[config.mk]
export PLATFORM = sky130hd
export DESIGN_NAME = fifo_wr_arbiter
export DESIGN_NICKNAME = d
export VERILOG_FILES = /design/src/rtl/fifo_wr_arbiter_pkg.sv /design/src/rtl/fifo_wr_arbiter_rr_arbiter.sv /design/src/rtl/fifo_wr_arbiter.sv
export SDC_FILE = /design/constraint.sdc
export NUM_CORES = 1
export LEC_CHECK = 0
export ABC_AREA = 1
export ABC_CLOCK_PERIOD_IN_PS = 7550
export CAP_MARGIN = 20
export CORE_MARGIN = 2
export CORE_UTILIZATION = 46
export DETAILED_ROUTE_END_ITERATION = 7
export GPL_TIMING_DRIVEN = 0
export MAX_ROUTING_LAYER = met4
export PLACE_DENSITY = 0.84
export RECOVER_POWER = 100
export SLEW_MARGIN = 20
export SYNTH_ARGS = -nofsm -noshare
export SYNTH_HDL_FRONTEND = slang
export SYNTH_SLANG_ARGS = --single-unit
[constraint.sdc]
create_clock -name i_clk -period 7.55 [get_ports i_clk]
set_input_delay 2.265 -clock i_clk [delete_from_list [all_inputs] [get_ports i_clk]]
set_output_delay 2.265 -clock i_clk [all_outputs]
set_load 0.01 [all_outputs]
[src/rtl/fifo_wr_arbiter_pkg.sv]
// Shared types and helpers for the FIFO write-side arbiter.
package fifo_arb_pkg;

  typedef enum logic {
    IDLE  = 1'b0,
    BURST = 1'b1
  } arb_state_t;

  localparam int unsigned NUM_REQ_DEF = 4;

  function automatic int unsigned id_w(input int unsigned n);
    return (n > 1) ? $clog2(n) : 1;
  endfunction

  localparam int unsigned ID_W = id_w(NUM_REQ_DEF);

  // Index that lies 'step' slots after 'base' on a ring of n entries (step <= n).
  function automatic int unsigned rr_next(input int unsigned base, input int unsigned step,
                                          input int unsigned n);
    int unsigned s;
    s = base + step;
    if (s >= n) s = s - n;
    return s;
  endfunction

endpackage

[src/rtl/fifo_wr_arbiter_rr_arbiter.sv]
// Combinational rotate-priority picker: first requester after i_last, with wrap-around.
module rr_arbiter
  import fifo_arb_pkg::*;
#(
  parameter int unsigned N   = 4,
  parameter int unsigned IdW = 2
) (
  input  logic [N-1:0]   i_req,
  input  logic [IdW-1:0] i_last,
  output logic [IdW-1:0] o_sel,
  output logic           o_any
);

  logic [IdW-1:0] w_idx;

  always_comb begin
    o_sel = i_last;
    o_any = 1'b0;
    w_idx = '0;
    // Step k=N lands back on i_last, so the previous owner is considered last.
    for (int unsigned k = 1; k <= N; k++) begin
      w_idx = IdW'(rr_next(32'(i_last), k, N));
      if (!o_any && i_req[w_idx]) begin
        o_any = 1'b1;
        o_sel = w_idx;
      end
    end
  end

endmodule

[src/rtl/fifo_wr_arbiter.sv]
// Round-robin arbiter sharing one FIFO write port among NUM_REQ valid/ready producers,
// granting bursts of up to MAX_BURST beats and never writing into a FIFO without room.
module fifo_wr_arbiter
  import fifo_arb_pkg::*;
#(
  parameter int unsigned NUM_REQ   = 4,
  parameter int unsigned DATA_W    = 8,
  parameter int unsigned CNT_W     = 9,
  parameter int unsigned FIFO_SIZE = 256,
  parameter int unsigned MAX_BURST = 4
) (
  input  logic                        i_clk,
  input  logic                        i_rst_n,
  input  logic [NUM_REQ-1:0]          i_req_valid,
  input  logic [NUM_REQ*DATA_W-1:0]   i_req_data,
  output logic [NUM_REQ-1:0]          o_req_ready,
  input  logic                        i_fifo_full,
  input  logic [CNT_W-1:0]            i_fifo_data_counter,
  output logic                        o_fifo_wr_en,
  output logic [DATA_W-1:0]           o_fifo_din,
  output logic [$clog2(NUM_REQ)-1:0]  o_grant_id,
  output logic                        o_busy
);

  localparam int unsigned IdW  = $clog2(NUM_REQ);
  localparam int unsigned BcW  = $clog2(MAX_BURST + 1);
  localparam int unsigned SumW = CNT_W + 1;

  arb_state_t r_state, w_state_d;

  logic [IdW-1:0]    r_owner, w_owner_d;
  logic [IdW-1:0]    r_last, w_last_d;
  logic [BcW-1:0]    r_beat_cnt, w_beat_d;
  logic              r_wr_en;
  logic [DATA_W-1:0] r_din;

  logic [IdW-1:0]     w_sel;
  logic               w_any;
  logic [SumW-1:0]    w_occ;
  logic               w_space_ok;
  logic [NUM_REQ-1:0] w_ready;
  logic               w_xfer;
  logic [IdW-1:0]     w_xfer_id;
  logic [DATA_W-1:0]  w_din;

  rr_arbiter #(
    .N   (NUM_REQ),
    .IdW (IdW)
  ) u_rr (
    .i_req  (i_req_valid),
    .i_last (r_last),
    .o_sel  (w_sel),
    .o_any  (w_any)
  );

  // The write already registered this cycle is not yet in the counter, so count it here.
  assign w_occ      = {1'b0, i_fifo_data_counter} + SumW'(r_wr_en);
  assign w_space_ok = !i_fifo_full && (w_occ < SumW'(FIFO_SIZE));

  assign w_xfer    = |(i_req_valid & w_ready);
  assign w_xfer_id = (r_state == IDLE) ? w_sel : r_owner;
  assign w_din     = i_req_data[w_xfer_id*DATA_W +: DATA_W];

  // FSM state register.
  always_ff @(posedge i_clk or negedge i_rst_n) begin
    if (!i_rst_n) begin
      r_state    <= IDLE;
      r_owner    <= '0;
      r_last     <= IdW'(NUM_REQ - 1);
      r_beat_cnt <= '0;
    end else begin
      r_state    <= w_state_d;
      r_owner    <= w_owner_d;
      r_last     <= w_last_d;
      r_beat_cnt <= w_beat_d;
    end
  end

  // FSM next state.
  always_comb begin
    w_state_d = r_state;
    w_owner_d = r_owner;
    w_last_d  = r_last;
    w_beat_d  = r_beat_cnt;
    unique case (r_state)
      IDLE: begin
        if (w_xfer) begin
          w_owner_d = w_sel;
          w_beat_d  = BcW'(1);
          if (MAX_BURST > 1) begin
            w_state_d = BURST;
          end else begin
            w_last_d = w_sel;
          end
        end
      end
      BURST: begin
        if (!i_req_valid[r_owner]) begin
          // Owner ran dry: give up the port, costing one bubble cycle.
          w_state_d = IDLE;
          w_last_d  = r_owner;
        end else if (w_xfer) begin
          w_beat_d = r_beat_cnt + BcW'(1);
          if (int'(r_beat_cnt) + 1 == int'(MAX_BURST)) begin
            w_state_d = IDLE;
            w_last_d  = r_owner;
          end
        end
      end
      default: begin
        w_state_d = IDLE;
      end
    endcase
  end

  // FSM outputs.
  always_comb begin
    w_ready = '0;
    unique case (r_state)
      IDLE: begin
        if (w_any && w_space_ok) w_ready[w_sel] = 1'b1;
      end
      BURST: begin
        w_ready[r_owner] = w_space_ok;
      end
      default: begin
        w_ready = '0;
      end
    endcase
    o_req_ready = w_ready & {NUM_REQ{i_rst_n}};
    o_busy      = (r_state == BURST);
  end

  // FIFO write port registers; an accepted beat appears on the FIFO one cycle later.
  always_ff @(posedge i_clk or negedge i_rst_n) begin
    if (!i_rst_n) begin
      r_wr_en <= 1'b0;
      r_din   <= '0;
    end else begin
      r_wr_en <= w_xfer;
      if (w_xfer) r_din <= w_din;
    end
  end

  assign o_fifo_wr_en = r_wr_en;
  assign o_fifo_din   = r_din;
  assign o_grant_id   = r_owner;

endmodule
**After elaboration in Yosys (flattened, before gate mapping)**

Index checks and enable logic that the tools add are counted.

- Register bits after elaboration: 17
- Bits of input ports: 48
- Output and inout bits: 16

- Add/sub/neg operators: 11
- Magnitude comparators: 13
- Eq/ne operators: 6
- Shift-type cells: 1
- Muxes and demuxes: 42
- Bitwise operators: 4
- Reductions and logical operators: 15

Operators by type and width:

| kind | count |
|---|---|
| variable part select 32 x 6 -> 8 bit | 1 |
| two-way mux 2 bit | 13 |
| less-than comparator 2 x 3 -> 1 bit, second input constant | 6 |
| two-way mux 1 bit | 15 |
| bitwise AND 4 bit | 3 |
| adder 9 x 1 -> 10 bit | 1 |
| binary-select mux 1 bit (select 2 bit) | 5 |
| less-than comparator 10 x 9 -> 1 bit, second input constant | 1 |
| >= comparator 3 bit, second input constant | 3 |
| two-way mux 3 bit | 3 |
| case mux 4 bit (2 select lines) | 1 |
| subtractor 2 x 1 -> 2 bit, second input constant | 4 |
| logical AND 1 bit | 7 |
| adder 2 x 2 -> 3 bit, second input constant | 2 |
| case mux 3 bit (2 select lines) | 1 |
| AND reduction 3 bit | 2 |
| adder 2 x 3 -> 4 bit, second input constant | 1 |
| adder 3 x 1 -> 4 bit, second input constant | 1 |
| demux 1 bit (select 2 bit) | 2 |
| == test 4 x 3 -> 1 bit, second input constant | 1 |
| >= comparator 2 x 1 -> 1 bit, second input constant | 2 |
| >= comparator 4 x 3 -> 1 bit, second input constant | 1 |
| zero test 1 bit | 4 |
| two-way mux 4 bit | 1 |
| other kinds (10) | 11 |

**Logic depth before layout (Yosys ltp)**

Gate-level depths: netlist of run 1.

- Depth in word-level cells: 26
- Gate-level depth with buffers: 19
- Depth with buffers taken out: 19

**By module**

A second synthesis of run 1 with hierarchy kept.

- Cells, all modules: 221
- Area, all modules: 1441.4 um^2

By module, submodules not included:

| module | instances | cells each | area each (um^2) | sequential area each (um^2) |
|---|---|---|---|---|
| fifo_wr_arbiter | 1 | 175 | 1209.9 | 427.9 |
| rr_arbiter | 1 | 46 | 231.5 | 0.0 |

**Worst setup path before layout of run 1**

No wires, ideal clock.

- Path type: input-to-output
- From: in i_fifo_data_counter[8]
- To: out o_req_ready[2]
- Arrival time: 3.334 ns
- Required time: 5.285 ns
- Slack: 1.951 ns
- Stages on the path: 6
- Buffers on the path: 0
- Cell sequence: or2_2 a21oi_1 inv_1 o21ai_0 nand3_1 nor2_1

- Word-level cells in the longest chain between the ends: 7
- Elaborated cells between the ends (all ways): 8
- Classes of those cells: add/sub (1); order compare (1); mux (2); bitwise (2); reduce/logical (2)

Ends and longest elaborated chain:

| item | RTL line | source |
|---|---|---|
| start: declaration | fifo_wr_arbiter.sv:18 | `input logic [CNT_W-1:0] i_fifo_data_counter,` |
| adder 9 x 1 -> 10 bit (*) | fifo_wr_arbiter.sv:57 | `assign w_occ = {1'b0, i_fifo_data_counter} + SumW'(r_wr_en);` |
| less-than comparator 10 x 9 -> 1 bit (*) | fifo_wr_arbiter.sv:58 | `assign w_space_ok = !i_fifo_full && (w_occ < SumW'(FIFO_SIZE));` |
| logical AND 1 bit (*) | fifo_wr_arbiter.sv:58 |  |
| logical AND 1 bit | fifo_wr_arbiter.sv:121 | `if (w_any && w_space_ok) w_ready[w_sel] = 1'b1;` |
| two-way mux 4 bit | fifo_wr_arbiter.sv:121 |  |
| case mux 4 bit (2 select lines) (*) | fifo_wr_arbiter.sv:119 | `unique case (r_state)` |
| bitwise AND 4 bit (*) | fifo_wr_arbiter.sv:130 | `o_req_ready = w_ready & {NUM_REQ{i_rst_n}};` |
| end: declaration | fifo_wr_arbiter.sv:16 | `output logic [NUM_REQ-1:0] o_req_ready,` |

Every way passes the cells marked *; elsewhere a longest branch is shown, timed or not.

**Worst setup path in the final report of run 1**

- From: in i_req_valid[2]
- To: out o_req_ready[0]

- Word-level cells in the longest chain between the ends: 19
- Elaborated cells between the ends (all ways): 31
- Classes of those cells: order compare (2); mux (20); bitwise (1); reduce/logical (8)

Ends and longest elaborated chain:

| item | RTL line | source |
|---|---|---|
| start: declaration | fifo_wr_arbiter.sv:14 | `input logic [NUM_REQ-1:0] i_req_valid,` |
| binary-select mux 1 bit (select 2 bit) | fifo_wr_arbiter_rr_arbiter.sv:23 | `if (!o_any && i_req[w_idx]) begin` |
| two-way mux 1 bit (implied by the code) | fifo_wr_arbiter_rr_arbiter.sv:23 |  |
| two-way mux 1 bit | fifo_wr_arbiter_rr_arbiter.sv:23 |  |
| zero test 1 bit | fifo_wr_arbiter_rr_arbiter.sv:23 |  |
| logical AND 1 bit | fifo_wr_arbiter_rr_arbiter.sv:23 |  |
| two-way mux 1 bit | fifo_wr_arbiter_rr_arbiter.sv:23 |  |
| zero test 1 bit | fifo_wr_arbiter_rr_arbiter.sv:23 |  |
| logical AND 1 bit | fifo_wr_arbiter_rr_arbiter.sv:23 |  |
| (+3 left out) | - |  |
| two-way mux 2 bit | fifo_wr_arbiter_rr_arbiter.sv:23 |  |
| less-than comparator 2 x 3 -> 1 bit (implied by the code) or >= comparator 2 x 1 -> 1 bit (tied branches) | fifo_wr_arbiter.sv:121 |  |
| logical AND 1 bit (implied by the code) | fifo_wr_arbiter.sv:121 |  |
| two-way mux 1 bit (implied by the code) | fifo_wr_arbiter.sv:121 |  |
| demux 1 bit (select 2 bit) | fifo_wr_arbiter.sv:121 |  |
| two-way mux 4 bit (*) | fifo_wr_arbiter.sv:121 |  |
| case mux 4 bit (2 select lines) (*) | fifo_wr_arbiter.sv:119 |  |
| bitwise AND 4 bit (*) | fifo_wr_arbiter.sv:130 |  |

Every way passes the cells marked *; elsewhere a longest branch is shown, timed or not. The select of a mux whose other input is x is not followed.

==> results of run 1 <==
## synth_stat cells
library cell | instances | area (um2)
buf_2 | 2 | 10.0
nand3_1 | 17 | 85.1
nand2_4 | 5 | 56.3
ha_1 | 2 | 25.0
inv_1 | 13 | 48.8
xnor2_1 | 1 | 8.76
inv_2 | 2 | 7.51
o211ai_1 | 3 | 22.5
buf_4 | 2 | 15.0
clkbuf_1 | 2 | 7.51
or3_1 | 3 | 18.8
dfrtp_1 | 15 | 375
dfstp_2 | 2 | 52.6
buf_6 | 1 | 11.3
nand4_2 | 1 | 12.5
nand3_2 | 2 | 20.0
inv_6 | 1 | 8.76
a31oi_2 | 3 | 37.5
nand3b_1 | 1 | 7.51
a21oi_1 | 4 | 20.0
or2_2 | 4 | 25.0
nand2_2 | 8 | 50.1
a21boi_1 | 1 | 7.51
o21ai_0 | 13 | 65.1
o31ai_1 | 1 | 7.51
nor3_1 | 4 | 20.0
buf_8 | 1 | 15.0
nor2_2 | 1 | 6.26
nand2_1 | 69 | 259
nor2_1 | 30 | 113
nor2_8 | 2 | 40.0
o32ai_1 | 5 | 43.8
a311oi_1 | 1 | 8.76
o21ai_2 | 2 | 17.5
o21ai_1 | 1 | 5.00
## final cells by class
type,instances,area [um2]
Buffer,8,47.5
Sequential cell,17,428
Fill cell,294,907
Timing Repair Buffer,63,631
Inverter,16,61.3
Tap cell,44,55.1
Multi-Input combinational cell,184,947
Clock buffer,4,26.3
## layout by cell type (no fill, tap or decap), types with 3 or more instances in the layout
cell type,count
nand3_1,17
clkdlybuf4s50_1,47
o21ai_0,13
nor3_1,4
nor2_1,32
a21oi_1,4
dfrtp_1,15
or2_2,4
dlygate4sd3_1,16
inv_1,13
o32ai_1,5
o211ai_1,3
a31oi_2,3
clkbuf_1,4
nand2_1,70
or3_1,3
nand2_2,7
nand2_4,5
clkbuf_4,3
## sequential cells by signal, summed over array words and instances, names as in the netlist
| register | flops |
|---|---|
| o_fifo_wr_en | 1 |
| o_busy | 1 |
| o_grant_id | 2 |
| r_last | 2 |
| r_beat_cnt | 3 |
| o_fifo_din | 8 |
## critical path, cell delays in order
cell           delay (ps)
dlygate4sd3_1         600
inv_1                  90
nand2_1                70
nand3_1               150
nand2_4                50
nor2_1                280
nand3_1               130
nand2_2               150
nand3_1                90
nand2_1                80
nand2_1                60
nor2_1                110
dlygate4sd3_1         640
## how the worst max path moves through the flow
| stage | startpoint | end | slack [ps] | cells after the start |
|---|---|---|---|---|
| finish | i_req_valid[2] | o_req_ready[0] | 520 | 13 |
| global route | i_req_valid[2] | o_req_ready[1] | 360 | 13 |
| CTS | i_req_valid[3] | o_req_ready[0] | 810 | 14 |
| detailed placement | i_req_valid[3] | o_req_ready[0] | 810 | 14 |
| global placement | i_req_valid[2] | o_req_ready[3] | 870 | 13 |
| floorplan | i_fifo_data_counter[8] | o_req_ready[2] | 1950 | 6 |
## routing by layer
layer | routed length [um] | up-vias | track usage [%]
met3 | 227 | 2 | 5.80
met1 | 1610 | 764 | 25.4
met4 | 24 | 0 | 3.04
met2 | 1970 | 62 | 41.2
li1 | - | 873 | -
met5 | 0 | - | -
## power groups by stage
stage / Clock, mW / Sequential [mW] / Combinational [mW]
floorplan: 0 / 0.182 / 0.530
global placement: 0 / 0.171 / 0.736
detailed placement: 0 / 0.173 / 0.748
CTS: 0.0473 / 0.172 / 0.752
global route: 0.0520 / 0.175 / 0.773
finish: 0.0462 / 0.171 / 0.688
## stage by stage
stage | setup WS, ps | cell area [um2] | hold slack [ps]
floorplan | 1950 | 1530 | 482
finish | 519 | 2200 | 489
global placement | 869 | 2220 | 462
CTS | 812 | 2250 | 497
detailed placement | 811 | 2220 | 468
global route | 357 | 2200 | 520
## kinds of logic after synthesis
family | Yosys count
buf+inv | 24
simple gates | 147
compound gates | 34
fa+ha+maj | 2
xor+xnor | 1
flops | 17
==> impl_results.md, run 1 <==
* Final min period at 7030 ps
* Comb power frac at 76.0%
* DRT Wirelength at 3840 um
* # DRC at 0
* Drt first pass iters at 4
* Net Sw Frac at 52.2%
* Post-synthesis xor/xnor area fraction at 0.571%
* Antenna violations before repair at 0
* ANT cells at 0
* Core ar. at 3100 um2
* Post-Synth Simple-Gate Area at 46.5%
* I/O Buffers at 63
* Placer Congestion at 0.816
* GR Overflow Total at 0
* H-Tree Depth at 1
* Max_slew headroom at 48.9%
* Number of synthesized register bits at 17
* Worst-Margin Slew at 763 ps
* Syn avg cell area at 6.82 um2
* Worst r2r src: r_last[0]
* Via Count at 1,701
* Crit-path max FO at 5
* Hpwl dp at 3200 um
* Layout Area Growth over Synthesis at 43.1%
* Power Dens Cells at 412 nW/um2
* Cell Count, Final, Fillers Out at 336
* Post_cts resized at 0
* Post-synthesis compound-gate area fraction at 15.3%
* Post-Syn Nets at 275
* Worst R2R Setup Slack at 4070 ps
* Syn. warnings at 0
* Nets at 343
* Max Transition Viols Final at 0
* Post-synthesis sequential area ratio at 27.9%
* Multiplexer area fraction after synthesis at 0%
* Peak VDD IR at 0.265 mV
* Max Cap Viol at 0
* Clock network power share at 5.1%
* Run status: complete, no violations
* Setup CP Type: primary input to output pin
* Hold Path Cell Cnt at 2
* Std cell rows at 20
* Post-DRT Antenna Nets at 0
* Die H at 61.7 um
* Largest family of logic cells by synthesized area: simple AND/OR/NAND/NOR gates
* Placed cells at 332
* CTS tree: yes
* Die W at 61.7 um
* Core Util, Final at 70.8%
* FF-to-FF path depth at 17
* Starting Density at 49.4%
* Sequential share of power at 18.9%
* Internal power at 0.433 mW
* Post-synthesis share of cell area spent on full adders, half adders and majority gates at 1.63%
* Total GRT Usage at 22.6%
* Number of DRC markers in iteration 0 at 86
* CTS root buffer: clkbuf_4
* Boundary pin count at 64
* Setup crit start kind: primary input
* Share of layout cells above drive strength 1 at 13.0%
* Clock Skew at 0.848 ps
* Worst skew pair latency at 280 ps
* Full die area at 3810 um2
* Hold wc startpoint: o_fifo_din[0]
* Global-route wire length before repair at 6310 um
* Fmax achieved at 142 MHz
* Worst EP required at 5290 ps
* Gate Count Post-Synth at 225
* Clock Path Buffers at 2
* Vias in the first global route at 1,519
* Clock slew at reported path FFs at 90 ps
* Post-CTS Setup Repair Bufs at 0
* Setup crit end kind: output pin
* Pwr Total at 0.905 mW
* RSZ-0062 raised after global routing: no
* Largest net degree at the start of global routing at 19
* Hold Path End: o_fifo_din[0]
* Final setup vio count at 0
* Final hold vios at 0
* Count of cell types in the netlist at 35
* Reg-to-Reg End: o_fifo_din[7]
* Switch Pwr at 0.472 mW
* LEAKAGE at 1.01 nW
* Via/cell ratio at 5.06
* Crit share post-route at 93.1%
* Num CTS Buffers at 3
* Data arrival, critical path at 4770 ps
* TritonCTS Sinks at 17
* Routed len/inst at 11.4 um
* Post-synthesis cell area at 1530 um2
* Hold bufs inserted after CTS at 0
* Worst hold path type: register to register
* Setup_tns at 0 ps
No activity file was read; power rests on OpenSTA's default activity.
==> inputs of run 2 (changes only) <==
--- a/config.mk
+++ b/config.mk
@@ -15,6 +15,7 @@
 export MAX_ROUTING_LAYER = met4
 export PLACE_DENSITY = 0.84
 export RECOVER_POWER = 100
+export REMOVE_ABC_BUFFERS = 1
 export SLEW_MARGIN = 20
 export SYNTH_ARGS = -nofsm -noshare
 export SYNTH_HDL_FRONTEND = slang
==> run 2 against run 1 <==
Compared with the run above: global-route usage about the same; final cell count down 2.4%; setup slack about the same; sequential cell count unchanged; first-iteration DRC count up 24%; via count down 3.8%; count of clock-buffer cells in the layout unchanged; register-to-register slack worse by 210 ps; sequential share of layout area up 0.37 points; total power down 3.6%; combinational power down 7.1%; worst hold slack worse by 4.5 ps; critical path type unchanged; critical endpoint is now o_req_ready[3].
==> impl_results.md, run 2 (synthesized netlist as in run 1, its figures left out) <==
* Run status: complete, no violations (unchanged)
* Worst hold path type: register to register (unchanged)
* Via/cell ratio at 4.99 (was 5.06)
* Placement-stage cell area at 2160 um2 (was 2220 um2)
* Clock Path Buffers at 2 (unchanged)
* Leading cell types in the layout, fill and taps excluded: nand2_1 (72), clkdlybuf4s50_1 (46), nor2_1 (31), nand3_1 (17), dlygate4sd3_1 (17) (was nand2_1 (70), clkdlybuf4s50_1 (47), nor2_1 (32), nand3_1 (17), dlygate4sd3_1 (16))
* Core ar. at 3100 um2 (unchanged)
* Max Cap Viol at 0 (unchanged)
* Top Layer Used: met4 (unchanged)
* Number of DRC markers in iteration 0 at 107 (was 86)
* Share of layout cells above drive strength 1 at 11.3% (was 13.0%)
* Met2 wire len at 1810 um (was 1970 um)
* CTS root buffer: clkbuf_4 (unchanged)
* Routed len/inst at 11.5 um (was 11.4 um)
* # DRC at 0 (unchanged)
* Setup crit start kind: primary input (unchanged)
* Worst EP required at 5290 ps (about the same)
* Clock Skew at 2.29 ps (was 0.848 ps)
* LEAKAGE at 0.990 nW (was 1.01 nW)
* Most common cell after layout, fill and taps aside: nand2_1 (unchanged)
* Max Transition Viols Final at 0 (unchanged)
* Clock slew at reported path FFs at 90 ps (about the same)
* ANT cells at 0 (unchanged)
* GR Overflow Total at 0 (unchanged)
* Hold Path End: o_fifo_din[1] (was o_fifo_din[0])
* Final min period at 7030 ps (about the same)
* Crit-path max cell delay at 620 ps (was 640 ps)
* Setup_tns at 0 ps (unchanged)
* Max reg flops at 8 (unchanged)
* I/O Buffers at 63 (unchanged)
* Total GRT Usage at 22.6% (about the same)
* Global-route wire length before repair at 6400 um (was 6310 um)
* Final Cell Area at 2150 um2 (was 2200 um2)
* CTS tree: yes (unchanged)
* Hold Path Cell Cnt at 2 (unchanged)
* Worst-Margin Slew at 767 ps (was 763 ps)
* Hold bufs inserted after CTS at 0 (unchanged)
* Metal-1 WL at 1730 um (was 1610 um)
* H-Tree Depth at 1 (unchanged)
* Nets at 335 (was 343)
* Fmax achieved at 142 MHz (about the same)
* TritonCTS Sinks at 17 (unchanged)
* Std cell rows at 20 (unchanged)
* Reg-to-Reg End: o_grant_id[1] (was o_fifo_din[7])
* Starting Density at 49.4% (unchanged)
* Final setup vio count at 0 (unchanged)
* Hpwl dp at 3020 um (was 3200 um)
* Max_slew headroom at 48.7% (was 48.9%)
* Num CTS Buffers at 3 (unchanged)
* Post-DRT Antenna Nets at 0 (unchanged)
* Crit-path max FO at 5 (unchanged)
* Die H at 61.7 um (unchanged)
* Antenna violations before repair at 0 (unchanged)
* Crit share post-route at 93.1% (about the same)
* DRT Wirelength at 3760 um (was 3840 um)
* Worst r2r src: r_last[0] (unchanged)
* Via Count at 1,636 (was 1,701)
* Data arrival, critical path at 4770 ps (about the same)
* Post-CTS Setup Repair Bufs at 0 (unchanged)
* Full die area at 3810 um2 (unchanged)
* Setup CP Type: primary input to output pin (unchanged)
* Met3 WL at 213 um (was 227 um)
* Hold wc startpoint: o_fifo_din[1] (was o_fifo_din[0])
* RSZ-0062 raised after global routing: no (unchanged)
* Vias in the first global route at 1,496 (was 1,519)
* Placer Congestion at 0.868 (was 0.816)
* Crit-path cells: dlygate4sd3_1 -> inv_1 -> nand2_1 -> nand3_1 -> nand2_1 -> nor2_8 -> nand2_2 -> nand3_2 -> nand2_1 -> a21boi_0 -> nand2_1 -> nor2_1 -> dlygate4sd3_1 (was dlygate4sd3_1 -> inv_1 -> nand2_1 -> nand3_1 -> nand2_4 -> nor2_1 -> nand3_1 -> nand2_2 -> nand3_1 -> nand2_1 -> nand2_1 -> nor2_1 -> dlygate4sd3_1)
* Boundary pin count at 64 (unchanged)
* Die W at 61.7 um (unchanged)
* Top Family by Delay on Critical Path: buffers and inverters (unchanged)
* Drt first pass iters at 4 (unchanged)
* Setup crit end kind: output pin (unchanged)
* Largest net degree at the start of global routing at 19 (unchanged)
* Peak VDD IR at 0.252 mV (was 0.265 mV)
* Final hold vios at 0 (unchanged)
* Worst skew pair latency at 270 ps (was 280 ps)
* Critical Path Source: i_req_valid[2] (unchanged)
* Worst path slowest cell: dlygate4sd3_1 (unchanged)
* Bufs and invs on worst path at 3 (unchanged)
* Layout Area Growth over Synthesis at 40.5% (was 43.1%)
* Most common cell type on the critical path: nand2_1
* Worst R2R Setup Slack at 3860 ps (was 4070 ps)
* FF-to-FF path depth at 15 (was 17)
* Post_cts resized at 0 (unchanged)
* Power Dens Cells at 405 nW/um2 (was 412 nW/um2)
* Pwr Total at 0.872 mW (was 0.905 mW)
[run 2: how the worst max path moves through the flow]
stage                           to  slack (ps)  cells past startpoint
finish              o_req_ready[3]         520                     13
floorplan           o_req_ready[2]        1950                      6
CTS                 o_req_ready[1]         820                     13
detailed placement  o_req_ready[1]         830                     13
global route        o_req_ready[3]         340                     13
global placement    o_req_ready[3]         850                     13
[run 2: layout make-up]
| class | count | area, um2 |
|---|---|---|
| inverter | 16 | 61.3 |
| multi-input combinational | 184 | 953 |
| timing repair buffer | 63 | 631 |
| clock buffer | 4 | 26.3 |
| fill | 289 | 948 |
| tap | 44 | 55.1 |
| sequential | 17 | 428 |
[run 2: metrics by stage]
| stage | setup WS (ps) | instances | hold WS, ps | util (%) |
|---|---|---|---|---|
| finish | 520 | 328 | 484 | 69.4 |
| global route | 344 | 328 | 504 | 69.4 |
| CTS | 825 | 328 | 495 | 70.5 |
| detailed placement | 830 | 324 | 469 | 69.6 |
| global placement | 849 | 324 | 464 | 69.6 |
| floorplan | 1950 | 217 | 482 | - |
[run 2: layer usage]
layer | vias up | global-route usage [%]
li1 | 857 | -
met1 | 728 | 29.5
met2 | 49 | 38.0
met3 | 2 | 3.31
met4 | 0 | 3.65
met5 | - | -
[run 2: worst reg2reg max path, cell delays in order (launching register included)]
cell and delay (ps):
dfstp_2 650, inv_1 160, nand2_1 90, nand2_1 120, nand2_1 100, nand2_1 120
nand2_2 120, nand3_2 50, nand2_1 180, a21boi_0 160, nand3_1 150, nand2_4 60
nor2_1 500, clkinvlp_2 700, nand2_1 330, o21ai_0 100
[run 2: where the power goes]
group,switching [mW],internal [mW]
Combinational,0.390,0.249
Clock,0.0243,0.0204
Sequential,0.0489,0.139
Total,0.463,0.409
==> inputs of run 3 (changes only) <==
--- a/config.mk
+++ b/config.mk
@@ -14,8 +14,8 @@
 export GPL_TIMING_DRIVEN = 0
 export MAX_ROUTING_LAYER = met4
 export PLACE_DENSITY = 0.84
-export RECOVER_POWER = 100
 export REMOVE_ABC_BUFFERS = 1
+export SKIP_CTS_REPAIR_TIMING = 1
 export SLEW_MARGIN = 20
 export SYNTH_ARGS = -nofsm -noshare
 export SYNTH_HDL_FRONTEND = slang
==> run 3 against run 2 <==
Compared with the run above: sequential share of layout area decreased by 0.30 points; register-to-register slack better by 1000 ps; via count grew 0.79%; fmax grew 4.3%; setup slack better by 290 ps; clock skew down 0.85 ps; first-iteration DRC count grew 15%; count of clock-buffer cells in the layout unchanged; critical path type unchanged; critical endpoint is now o_req_ready[1]; largest cell class unchanged.
==> impl_results.md, run 3 (synthesized netlist as in run 1, its figures left out) <==
* Global-route wire length before repair at 6400 um (unchanged)
* LEAKAGE at 0.985 nW (was 0.990 nW)
* Setup crit start kind: primary input (unchanged)
* Max_slew headroom at 49.2% (was 48.7%)
* Final min period at 6740 ps (was 7030 ps)
* Worst R2R Setup Slack at 4890 ps (was 3860 ps)
* Run status: complete, no violations (unchanged)
* Peak VDD IR at 0.256 mV (was 0.252 mV)
* Total GRT Usage at 22.6% (unchanged)
* Net Sw Frac at 52.6% (was 53.1%)
* Bufs and invs on worst path at 3 (unchanged)
* Clock network power share at 4.9% (was 5.1%)
* Die W at 61.7 um (unchanged)
* Antenna violations before repair at 0 (unchanged)
* Starting Density at 49.4% (unchanged)
* Num CTS Buffers at 3 (unchanged)
* Max Transition Viols Final at 0 (unchanged)
* Drt first pass iters at 7 (was 4)
* Full die area at 3810 um2 (unchanged)
* Reg-to-Reg End: o_fifo_din[0] (was o_grant_id[1])
* Std cell rows at 20 (unchanged)
* Core ar. at 3100 um2 (unchanged)
* Final hold vios at 0 (unchanged)
* Worst-Margin Slew at 760 ps (was 767 ps)
* Crit-path max FO at 5 (unchanged)
* Worst path slowest cell: clkdlybuf4s50_1 (was dlygate4sd3_1)
* Most common cell type on the critical path: nand2_2 (was nand2_1)
* Power Dens Cells at 419 nW/um2 (was 405 nW/um2)
* H-Tree Depth at 1 (unchanged)
* GR Overflow Total at 0 (unchanged)
* DRT Wirelength at 3790 um (was 3760 um)
* Critical Path Source: i_req_valid[2] (unchanged)
* Clock slew at reported path FFs at 90 ps (about the same)
* Setup CP Type: primary input to output pin (unchanged)
* Crit share post-route at 89.3% (was 93.1%)
* Worst hold slack at 488 ps (was 484 ps)
* Worst setup endpoint: o_req_ready[1] (was o_req_ready[3])
* TritonCTS Sinks at 17 (unchanged)
* Data arrival, critical path at 4470 ps (was 4770 ps)
* FF-to-FF path depth at 15 (unchanged)
* CTS tree: yes (unchanged)
* Worst r2r src: r_last[0] (unchanged)
* Sequential share of power at 20.8% (was 21.6%)
* Switch Pwr at 0.482 mW (was 0.463 mW)
* Setup_tns at 0 ps (unchanged)
* Via/cell ratio at 5.03 (was 4.99)
* Clock Skew at 1.44 ps (was 2.29 ps)
* # DRC at 0 (unchanged)
* Placer Congestion at 0.868 (unchanged)
* Cell Count, Final, Fillers Out at 328 (unchanged)
* I/O Buffers at 63 (unchanged)
* Most common cell after layout, fill and taps aside: nand2_1 (unchanged)
* Boundary pin count at 64 (unchanged)
* Clock Path Buffers at 2 (unchanged)
* Comb power frac at 74.3% (was 73.3%)
* Share of layout cells above drive strength 1 at 12.7% (was 11.3%)
* Vias in the first global route at 1,496 (unchanged)
* Hpwl dp at 3020 um (unchanged)
* Number of DRC markers in iteration 0 at 123 (was 107)
* Max reg flops at 8 (unchanged)
* Routed len/inst at 11.6 um (was 11.5 um)
* Internal power at 0.434 mW (was 0.409 mW)
* Via Count at 1,649 (was 1,636)
* CP Depth at 13 (unchanged)
* Layout Area Growth over Synthesis at 42.6% (was 40.5%)
* Nets at 335 (unchanged)
* Worst hold path type: register to register (unchanged)
* Final setup vio count at 0 (unchanged)
* Crit-path cells: clkdlybuf4s50_1 -> inv_1 -> nand2_1 -> nand3_1 -> nand2_4 -> nor2_8 -> nand2_2 -> nand2_2 -> nand2_2 -> nor2_1 -> nand3_1 -> a21oi_1 -> clkdlybuf4s50_1 (was dlygate4sd3_1 -> inv_1 -> nand2_1 -> nand3_1 -> nand2_1 -> nor2_8 -> nand2_2 -> nand3_2 -> nand2_1 -> a21boi_0 -> nand2_1 -> nor2_1 -> dlygate4sd3_1)
* Fmax achieved at 148 MHz (was 142 MHz)
* Crit-path max cell delay at 570 ps (was 620 ps)
* Setup crit end kind: output pin (unchanged)
* Leading cell types in the layout, fill and taps excluded: nand2_1 (69), clkdlybuf4s50_1 (63), nor2_1 (30), nand3_1 (17), dfrtp_1 (15) (was nand2_1 (72), clkdlybuf4s50_1 (46), nor2_1 (31), nand3_1 (17), dlygate4sd3_1 (17))
* Placed cells at 324 (unchanged)
* Post-DRT Antenna Nets at 0 (unchanged)
* Max Cap Viol at 0 (unchanged)
* Top Family by Delay on Critical Path: buffers and inverters (unchanged)
* RSZ-0062 raised after global routing: no (unchanged)
* Die H at 61.7 um (unchanged)
* CTS root buffer: clkbuf_4 (unchanged)
* ANT cells at 0 (unchanged)
* Worst skew pair latency at 270 ps (about the same)
* Worst EP required at 5290 ps (about the same)
* Largest net degree at the start of global routing at 19 (unchanged)
-- run 3: area by class of cell --
class	instances	area (um2)
repair buffers	63	631
clock buffers	4	26.3
fillers	283	916
multi-input cells	184	982
well taps	44	55.1
flip-flops and latches	17	428
inverters	16	65.1
-- run 3: power by group through the flow --
| stage | Combinational, mW | Sequential (mW) | Clock [mW] |
|---|---|---|---|
| detailed placement | 0.685 | 0.191 | 0 |
| global placement | 0.676 | 0.190 | 0 |
| CTS | 0.688 | 0.190 | 0.0465 |
| global route | 0.763 | 0.196 | 0.0516 |
| finish | 0.681 | 0.190 | 0.0450 |
| floorplan | 0.474 | 0.194 | 0 |
-- run 3: stage by stage --
| step | setup slack [ps] | power (mW) | area, um2 | utilization [%] |
|---|---|---|---|---|
| 2_1_floorplan | 1950 | 0.669 | 1480 | - |
| 3_3_place_gp | 849 | 0.866 | 2160 | 69.6 |
| 3_5_place_dp | 830 | 0.876 | 2160 | 69.6 |
| 4_1_cts | 825 | 0.924 | 2190 | 70.5 |
| 5_1_grt | 655 | 1.01 | 2190 | 70.5 |
| 6_report | 810 | 0.916 | 2190 | 70.5 |
-- run 3: worst min path at each step --
stage,from,to,slack (ps),cells past startpoint
5_1_grt,o_fifo_din[1],o_fifo_din[1],510,2
3_5_place_dp,o_fifo_din[1],o_fifo_din[1],470,2
2_1_floorplan,r_last[1],r_last[1],480,2
4_1_cts,o_fifo_din[1],o_fifo_din[1],490,2
3_3_place_gp,o_fifo_din[1],o_fifo_din[1],460,2
6_report,o_fifo_din[0],o_fifo_din[0],490,2
-- run 3: worst reg2reg max path: cells and delay by family (launching register included) --
kind | cells | cell delay, ps
simple gates | 10 | 870
buf+inv | 2 | 420
flops | 1 | 650
compound gates | 3 | 610
-- run 3: layer usage --
layer | track usage (%) | wire [um] | up-vias | part of all wire, %
li1 | - | - | 861 | -
met1 | 29.5 | 1740 | 734 | 46
met2 | 38.0 | 1820 | 52 | 48
met3 | 3.31 | 221 | 2 | 5.8
met4 | 3.65 | 10 | 0 | 0.26
met5 | - | 0 | - | 0
